[config.mk]
export PLATFORM = sky130hd
export DESIGN_NAME = bus_xfer_master_flat
export DESIGN_NICKNAME = d
export VERILOG_FILES = /design/src/rtl/bus_pkg.sv /design/src/rtl/bus_xfer_master_if.sv /design/src/rtl/bus_fifo.sv /design/src/rtl/bus_xfer_master.sv /design/src/flat_wrapper.sv
export SDC_FILE = /design/constraint.sdc
export NUM_CORES = 1
export LEC_CHECK = 0
export CORE_ASPECT_RATIO = 0.9
export CORE_MARGIN = 4
export CORE_UTILIZATION = 58
export DETAILED_ROUTE_END_ITERATION = 8
export MAX_ROUTING_LAYER = met4
export PLACE_DENSITY = 0.82
export SLEW_MARGIN = 20
export SYNTH_ARGS = -nofsm -noshare
export SYNTH_HDL_FRONTEND = slang
export SYNTH_HIERARCHICAL = 1
export SYNTH_SLANG_ARGS = --single-unit
[constraint.sdc]
create_clock -name clk -period 5 [get_ports clk]
set_clock_uncertainty 0.15 [all_clocks]
set_input_delay 1 -clock clk [delete_from_list [all_inputs] [get_ports clk]]
set_output_delay 1 -clock clk [all_outputs]
set_load 0.02 [all_outputs]
[src/rtl/bus_pkg.sv]
// Shared types and default sizing for the dValid/dAck bus transfer master.
// Latency: n/a (declarations only).
// Backpressure: n/a (declarations only).
package bus_pkg;

    // Transfer FSM: wait for a word, hold it on the bus, then one idle recovery cycle.
    typedef enum logic [1:0] {
        IDLE    = 2'd0,
        VALID   = 2'd1,
        RECOVER = 2'd2
    } state_t;

    localparam int DEF_DATA_W   = 8;
    localparam int DEF_DEPTH    = 4;
    localparam int DEF_MAX_WAIT = 5;

endpackage

[src/rtl/bus_xfer_master_if.sv]
// Local write port plus dValid/dAck bus and status signals of bus_xfer_master.
// Latency: n/a (wires only).
// Backpressure: wr_ready carries FIFO backpressure; dAck closes each bus word.
interface bus_xfer_master_if
    import bus_pkg::*;
#(
    parameter int DATA_W = DEF_DATA_W,
    parameter int DEPTH  = DEF_DEPTH
);
    localparam int LVL_W = $clog2(DEPTH + 1);

    logic              wr_valid;
    logic              wr_ready;
    logic [DATA_W-1:0] wr_data;
    logic              dValid;
    logic [DATA_W-1:0] data;
    logic              dAck;
    logic              xfer_done;
    logic              timeout_err;
    logic              proto_err;
    logic [LVL_W-1:0]  level;
    logic              busy;

    // The transfer master itself.
    modport master (
        input  wr_valid, wr_data, dAck,
        output wr_ready, dValid, data, xfer_done, timeout_err, proto_err, level, busy
    );

    // Producer / bus receiver side.
    modport slave (
        output wr_valid, wr_data, dAck,
        input  wr_ready, dValid, data, xfer_done, timeout_err, proto_err, level, busy
    );
endinterface

[src/rtl/bus_fifo.sv]
// Synchronous FIFO, power-of-two depth, head word visible combinationally.
// Latency: a push is visible at the head one cycle later; no write bypass.
// Backpressure: push ignored when full, pop ignored when empty; full drives wr_ready.
module bus_fifo
    import bus_pkg::*;
#(
    parameter int DATA_W = DEF_DATA_W,
    parameter int DEPTH  = DEF_DEPTH,
    localparam int PTR_W = $clog2(DEPTH),
    localparam int LVL_W = $clog2(DEPTH + 1)
) (
    input  logic              clk,
    input  logic              reset,
    input  logic              push,
    input  logic [DATA_W-1:0] push_dat,
    input  logic              pop,
    output logic [DATA_W-1:0] head_dat,
    output logic              full,
    output logic              empty,
    output logic [LVL_W-1:0]  level
);
    logic [DATA_W-1:0] mem_q [DEPTH];
    logic [PTR_W-1:0]  wr_ptr_q, wr_ptr_d;
    logic [PTR_W-1:0]  rd_ptr_q, rd_ptr_d;
    logic [LVL_W-1:0]  level_q, level_d;
    logic              do_push, do_pop;

    assign do_push  = push && !full;
    assign do_pop   = pop && !empty;
    assign full     = (level_q == LVL_W'(DEPTH));
    assign empty    = (level_q == '0);
    assign level    = level_q;
    assign head_dat = mem_q[rd_ptr_q];

    // Pointer and occupancy update; pointers wrap naturally since DEPTH is a power of two.
    always_comb begin
        wr_ptr_d = wr_ptr_q + PTR_W'(do_push);
        rd_ptr_d = rd_ptr_q + PTR_W'(do_pop);
        level_d  = level_q;
        case ({do_push, do_pop})
            2'b10:   level_d = level_q + LVL_W'(1);
            2'b01:   level_d = level_q - LVL_W'(1);
            default: level_d = level_q;
        endcase
    end

    // Pointer and occupancy registers; reset discards any buffered words.
    always_ff @(posedge clk or negedge reset) begin
        if (!reset) begin
            wr_ptr_q <= '0;
            rd_ptr_q <= '0;
            level_q  <= '0;
        end else begin
            wr_ptr_q <= wr_ptr_d;
            rd_ptr_q <= rd_ptr_d;
            level_q  <= level_d;
        end
    end

    // Storage array; contents are only meaningful between the pointers, so no reset.
    always_ff @(posedge clk) begin
        if (do_push) begin
            mem_q[wr_ptr_q] <= push_dat;
        end
    end
endmodule

[src/rtl/bus_xfer_master.sv]
// Buffers local words and drives each onto the dValid/dAck bus with a bounded wait; optional checker under BUS_PROTOCOL_CHECK_EN.
// Latency: push into empty FIFO in IDLE -> dValid one cycle later; ack -> dValid low + xfer_done next cycle; one recovery cycle between words.
// Backpressure: wr_ready = !full; a word stays on the bus until dAck or MAX_WAIT dValid-high cycles, then is dropped.
module bus_xfer_master
    import bus_pkg::*;
#(
    parameter int DATA_W   = DEF_DATA_W,
    parameter int DEPTH    = DEF_DEPTH,
    parameter int MAX_WAIT = DEF_MAX_WAIT
) (
    input  logic               clk,
    input  logic               reset,
    bus_xfer_master_if.master  bif
);
    localparam int LVL_W  = $clog2(DEPTH + 1);
    localparam int WCNT_W = $clog2(MAX_WAIT + 1);

    state_t            state_q, state_d;
    logic [WCNT_W-1:0] wait_cnt_q, wait_cnt_d;
    logic [DATA_W-1:0] data_q, data_d;
    logic              xfer_done_q, xfer_done_d;
    logic              timeout_err_q, timeout_err_d;

    logic              fifo_pop;
    logic [DATA_W-1:0] fifo_head;
    logic              fifo_full;
    logic              fifo_empty;
    logic [LVL_W-1:0]  fifo_level;
    logic              wait_last;
    logic              dvalid;

    bus_fifo #(
        .DATA_W (DATA_W),
        .DEPTH  (DEPTH)
    ) u_fifo (
        .clk      (clk),
        .reset    (reset),
        .push     (bif.wr_valid),
        .push_dat (bif.wr_data),
        .pop      (fifo_pop),
        .head_dat (fifo_head),
        .full     (fifo_full),
        .empty    (fifo_empty),
        .level    (fifo_level)
    );

    assign wait_last       = (wait_cnt_q == WCNT_W'(MAX_WAIT));
    assign dvalid          = (state_q == VALID);
    assign bif.dValid      = dvalid;
    assign bif.data        = data_q;
    assign bif.xfer_done   = xfer_done_q;
    assign bif.timeout_err = timeout_err_q;
    assign bif.wr_ready    = !fifo_full;
    assign bif.level       = fifo_level;
    assign bif.busy        = !fifo_empty || (state_q != IDLE);

    // State and bus-side registers; reset drops the bus immediately.
    always_ff @(posedge clk or negedge reset) begin
        if (!reset) begin
            state_q       <= IDLE;
            wait_cnt_q    <= '0;
            data_q        <= '0;
            xfer_done_q   <= 1'b0;
            timeout_err_q <= 1'b0;
        end else begin
            state_q       <= state_d;
            wait_cnt_q    <= wait_cnt_d;
            data_q        <= data_d;
            xfer_done_q   <= xfer_done_d;
            timeout_err_q <= timeout_err_d;
        end
    end

    // Next state: RECOVER sees the level after the pop, so it can chain straight into VALID.
    always_comb begin
        state_d = state_q;
        case (state_q)
            IDLE:    if (!fifo_empty) state_d = VALID;
            VALID:   if (bif.dAck || wait_last) state_d = RECOVER;
            RECOVER: state_d = fifo_empty ? IDLE : VALID;
            default: state_d = IDLE;
        endcase
    end

    // Per-state actions: load head on entry to VALID, zero data whenever dValid will be low.
    always_comb begin
        fifo_pop      = 1'b0;
        data_d        = data_q;
        wait_cnt_d    = wait_cnt_q;
        xfer_done_d   = 1'b0;
        timeout_err_d = 1'b0;
        case (state_q)
            IDLE, RECOVER: begin
                data_d = '0;
                if (!fifo_empty) begin
                    data_d     = fifo_head;
                    wait_cnt_d = WCNT_W'(1);
                end
            end
            VALID: begin
                if (bif.dAck) begin
                    fifo_pop    = 1'b1;
                    xfer_done_d = 1'b1;
                    data_d      = '0;
                end else if (wait_last) begin
                    fifo_pop      = 1'b1;
                    timeout_err_d = 1'b1;
                    data_d        = '0;
                end else begin
                    wait_cnt_d = wait_cnt_q + WCNT_W'(1);
                end
            end
            default: data_d = '0;
        endcase
    end

`ifdef BUS_PROTOCOL_CHECK_EN
    logic dack_prev_q, dack_prev_d;
    logic proto_err_q, proto_err_d;

    // Receiver-side rule check: ack without valid, or ack held across two cycles.
    always_comb begin
        dack_prev_d = bif.dAck;
        proto_err_d = proto_err_q
                    | (bif.dAck & ~dvalid)
                    | (bif.dAck & dack_prev_q);
    end

    // Sticky error flag and previous-ack history.
    always_ff @(posedge clk or negedge reset) begin
        if (!reset) begin
            dack_prev_q <= 1'b0;
            proto_err_q <= 1'b0;
        end else begin
            dack_prev_q <= dack_prev_d;
            proto_err_q <= proto_err_d;
        end
    end

    assign bif.proto_err = proto_err_q;

    a_data_stable: assert property (@(posedge clk) disable iff (!reset)
        dvalid |=> (!dvalid || $stable(bif.data)));

    a_recover_after_ack: assert property (@(posedge clk) disable iff (!reset)
        (dvalid && bif.dAck) |=> !dvalid);

    a_data_known: assert property (@(posedge clk) disable iff (!reset)
        dvalid |-> !$isunknown(bif.data));
`else
    assign bif.proto_err = 1'b0;
`endif

endmodule

[src/flat_wrapper.sv]
// flat-port wrapper written by rule: the top's interface ports become plain ports
module bus_xfer_master_flat import bus_pkg::*;
#(
    parameter int DATA_W   = DEF_DATA_W,
    parameter int DEPTH    = DEF_DEPTH,
    parameter int MAX_WAIT = DEF_MAX_WAIT
)
  (clk, reset, bif_wr_valid, bif_wr_data, bif_dAck, bif_wr_ready, bif_dValid, bif_data, bif_xfer_done, bif_timeout_err, bif_proto_err, bif_level, bif_busy);
  bus_xfer_master_if #(.DATA_W(DATA_W), .DEPTH(DEPTH)) bif_i ();
  input  logic clk;
  input  logic reset;
  input wire logic [$bits(bif_i.wr_valid)-1:0] bif_wr_valid;
  input wire logic [$bits(bif_i.wr_data)-1:0] bif_wr_data;
  input wire logic [$bits(bif_i.dAck)-1:0] bif_dAck;
  output wire logic [$bits(bif_i.wr_ready)-1:0] bif_wr_ready;
  output wire logic [$bits(bif_i.dValid)-1:0] bif_dValid;
  output wire logic [$bits(bif_i.data)-1:0] bif_data;
  output wire logic [$bits(bif_i.xfer_done)-1:0] bif_xfer_done;
  output wire logic [$bits(bif_i.timeout_err)-1:0] bif_timeout_err;
  output wire logic [$bits(bif_i.proto_err)-1:0] bif_proto_err;
  output wire logic [$bits(bif_i.level)-1:0] bif_level;
  output wire logic [$bits(bif_i.busy)-1:0] bif_busy;
  assign bif_i.wr_valid = bif_wr_valid;
  assign bif_i.wr_data = bif_wr_data;
  assign bif_i.dAck = bif_dAck;
  assign bif_wr_ready = bif_i.wr_ready;
  assign bif_dValid = bif_i.dValid;
  assign bif_data = bif_i.data;
  assign bif_xfer_done = bif_i.xfer_done;
  assign bif_timeout_err = bif_i.timeout_err;
  assign bif_proto_err = bif_i.proto_err;
  assign bif_level = bif_i.level;
  assign bif_busy = bif_i.busy;
  bus_xfer_master #(.DATA_W(DATA_W), .DEPTH(DEPTH), .MAX_WAIT(MAX_WAIT)) u_core (.clk(clk), .reset(reset), .bif(bif_i));
endmodule
==> results.py <==
metrics = {
    "run_status": {
        "status": "finished clean",
    },
    "layout": {
        "fin_nets": 176,
        "utilization_pct": 75.1,
        "antenna_cells": 0,
        "area_growth_pct": 20.3,
        "fin_area_um2": 2610,
        "drive_gt1_share_pct": 15.1,
        "fillers": 200,
    },
    "timing": {
        "finalHoldViolCount": 0,
        "maxSlewHeadroom_pct": 46.9,
        "rsz0062_at_grt": "false",
        "max_freq_mhz": 328,
        "timing.hold.ws_ps": 364,
        "post-route-period-util_pct": 60.9,
        "tightest_slew_ps": 794,
        "period_minus_slack_ps": 3050,
        "slew_viol_final": 0,
        "tns_ps": 0,
        "setup_viol": 0,
    },
    "drt": {
        "top_layer": "met4",
        "wire_per_inst_um": 18.5,
        "drc": 0,
        "drtIter0Drc": 55,
        "wl_met1_um": 1560,
        "ant_nets": 0,
        "met3WireLength_um": 188,
        "drt_pass1_iterations": 4,
        "via_per_inst": 5.62,
        "vias": 1141,
        "drt_wl_total_um": 3760,
        "wl_met2_um": 1930,
    },
    "logic_synthesis": {
        "synth_area_um2": 2170,
        "synthArstFlopShare_pct": 40.7,
        "synth_top_area_share_pct": 44.2,
        "avgSynthCellArea_um2": 17.4,
        "synth_area_leaders": "edfxtp_1 44%, dfrtp_1 25%, mux4_2 8.3%",
        "yosysWarnings": 6,
        "synth_cell_types": 28,
        "syn-num-nets": 143,
        "synthCells": 125,
        "yosys.area.top_type": "edfxtp_1",
        "ys.flop_type": "edfxtp_1",
        "ys_seq_area_share_pct": 69.5,
        "ys_ff_latch": 54,
        "synth_edf_count": 32,
    },
    "job": {
        "maxCapViolCount": 0,
    },
    "global_route": {
        "grt_pass1_vias": 1272,
        "overflow": 0,
        "antenna_found_initial": 0,
        "grt_pass1_wl_um": 6450,
        "grt_use_total_pct": 19.2,
        "grt_max_degree": 23,
    },
    "clocking": {
        "cts.path.max_buffers": 2,
        "htreeDepth": 2,
        "post_cts_resized": 0,
        "hold_buffers": 0,
        "cts_tree": "built",
        "clkSlewWorstSetupHoldPaths_ps": 90,
        "cts.sink_count": 54,
        "post_cts_buffers": 0,
        "root_buffer": "clkbuf_8",
        "clk_latency_ps": 300,
        "cts_buffers": 5,
    },
    "die": {
        "dieArea_um2": 4790,
        "fp.dieH_um": 66.1,
        "rows": 20,
        "coreArea_um2": 3480,
        "die_w_um": 72.5,
        "initial_core_util_pct": 62.5,
        "ios": 29,
    },
    "setup_path": {
        "ff2ff_setup_slack_ps": 2640,
        "cp_slowest_cell": "clkdlybuf4s50_1",
        "crit_required_ps": 5090,
        "cp-end-kind": "flop",
        "start_kind": "primary input",
        "rr_worst_depth": 11,
        "cp.arrival_ps": 3130,
        "r2r_end": "u_core/u_fifo/level[2]$_DFFE_PN0P_",
        "worstReg2RegStart": "u_core/wait_cnt_q[1]$_DFFE_PN0P_",
        "max_stage_delay_ps": 620,
        "endpoint": "u_core/u_fifo/level[2]$_DFFE_PN0P_",
        "path_cells": "clkdlybuf4s50_1, a21oi_1, nor2_1, nor2b_1, ha_1, inv_1, fa_1, xor2_1, nor2_1, xor2_1",
        "crit_fanout": 5,
        "startpoint": "bif_dAck",
        "crit_type": "in2reg",
    },
    "place": {
        "hpwl_um": 2580,
        "portBuffers": 27,
        "gp_congestion": 0.750,
        "place_area_um2": 2490,
    },
    "power_and_ir_drop": {
        "power_frac_clock_pct": 20.6,
        "switchingPower_mw": 0.516,
        "leakage_nw": 1.01,
        "intPower_mw": 1.09,
        "combPwrFrac_pct": 34.5,
        "fin_total_pwr_mw": 1.61,
        "ir_worst_vdd_uv": 396,
        "p_per_area_nw_per_um2": 615,
        "swShare_pct": 32.1,
        "p_seq_share_pct": 44.8,
    },
    "worst_hold_path": {
        "hold_path_class": "reg2reg",
    },
}
==> worst max-delay path: cells and delay by family <==
kind                       cells  cell delay (ps)
xor gates and xnor gates       2              310
AOI/OAI and AO/OA              1              100
and+or+nand+nor                3              430
buffers and inverters          2              680
adders and majority gates      2              610
==> power by group through the flow <==
stage	Clock, mW	Combinational (mW)	Sequential, mW
floorplan	0	0.356	0.724
global placement	0	0.534	0.715
detailed placement	0	0.564	0.729
CTS	0.337	0.567	0.722
global route	0.359	0.609	0.742
finish	0.332	0.555	0.720
==> layout make-up <==
type | instances | area, um2 | area share [%]
Tap cell | 44 | 55.1 | 2.11
Clock buffer | 5 | 68.8 | 2.63
Inverter | 8 | 30.0 | 1.15
Timing Repair Buffer | 30 | 288 | 11.0
Multi-Input combinational cell | 59 | 597 | 22.8
Clock inverter | 3 | 63.8 | 2.44
Sequential cell | 54 | 1510 | 57.8
==> cells by family (layout without fill, tap and decap cells) <==
| family | count (synthesis) | count (layout) | share of synthesized area (%) |
|---|---|---|---|
| xor gates and xnor gates | 5 | 5 | 2.01 |
| other | 1 | 1 | 0.173 |
| AOI/OAI and AO/OA | 11 | 11 | 3.91 |
| muxes | 12 | 12 | 10.1 |
| and+or+nand+nor | 24 | 24 | 7.43 |
| adders and majority gates | 6 | 6 | 3.80 |
| DFF | 54 | 54 | 69.5 |
| buffers and inverters | 12 | 46 | 2.99 |
==> sequential cells by signal, indices dropped and copies added, names as in the netlist <==
signal / flops
u_core/bif.data: 8
u_core/u_fifo/wr_ptr_q: 2
u_core/state_q: 2
u_core/u_fifo/level: 3
u_core/bif.xfer_done: 1
u_core/wait_cnt_q: 3
u_core/u_fifo/mem_q: 32
u_core/bif.timeout_err: 1
u_core/u_fifo/rd_ptr_q: 2
==> placed cells by master (no fill, tap or decap), types with 2 or more instances in the layout <==
cell,Yosys,layout
nor3b_1,3,3
mux4_2,8,8
nand2_1,3,3
nor2_1,7,7
o21ai_0,2,2
xor2_1,4,4
buf_4,1,3
dfrtp_1,22,22
nor3_1,3,3
mux2i_1,4,4
ha_1,5,5
clkbuf_8,0,5
edfxtp_1,32,32
bufinv_16,0,2
nand2b_4,2,2
clkdlybuf4s50_1,0,26
inv_1,6,6
or2_1,2,2
clkinv_1,1,2
a22o_1,8,8
==> how the worst min path moves through the flow <==
stage	depth (start not counted)	startpoint	end
3_5_place_dp	1	u_core/bif.data[1]$_DFFE_PN0P_	u_core/bif.data[1]$_DFFE_PN0P_
2_1_floorplan	1	u_core/wait_cnt_q[2]$_DFFE_PN0P_	u_core/wait_cnt_q[2]$_DFFE_PN0P_
4_1_cts	1	u_core/bif.data[1]$_DFFE_PN0P_	u_core/bif.data[1]$_DFFE_PN0P_
3_3_place_gp	1	u_core/wait_cnt_q[2]$_DFFE_PN0P_	u_core/wait_cnt_q[2]$_DFFE_PN0P_
5_1_grt	1	u_core/bif.data[3]$_DFFE_PN0P_	u_core/bif.data[3]$_DFFE_PN0P_
6_report	1	u_core/bif.data[1]$_DFFE_PN0P_	u_core/bif.data[1]$_DFFE_PN0P_
==> metrics by stage <==
stage               cells  setup slack (ps)
global route          203              1810
global placement      195              1810
detailed placement    195              1650
finish                203              1950
CTS                   203              1950
floorplan             125              2520
==> layer usage <==
| metal | track usage (%) | vias up |
|---|---|---|
| li1 | - | 522 |
| met1 | 23.8 | 580 |
| met2 | 30.5 | 31 |
| met3 | 5.17 | 8 |
| met4 | 6.91 | 0 |
| met5 | - | - |
==> cell usage after synthesis (3+ instances only) <==
library cell  number
nor3_1             3
nor2_1             7
mux4_2             8
a22o_1             8
dfrtp_1           22
inv_1              6
edfxtp_1          32
nor3b_1            3
nand2_1            3
mux2i_1            4
ha_1               5
xor2_1             4
No activity file was read; power rests on OpenSTA's default activity.
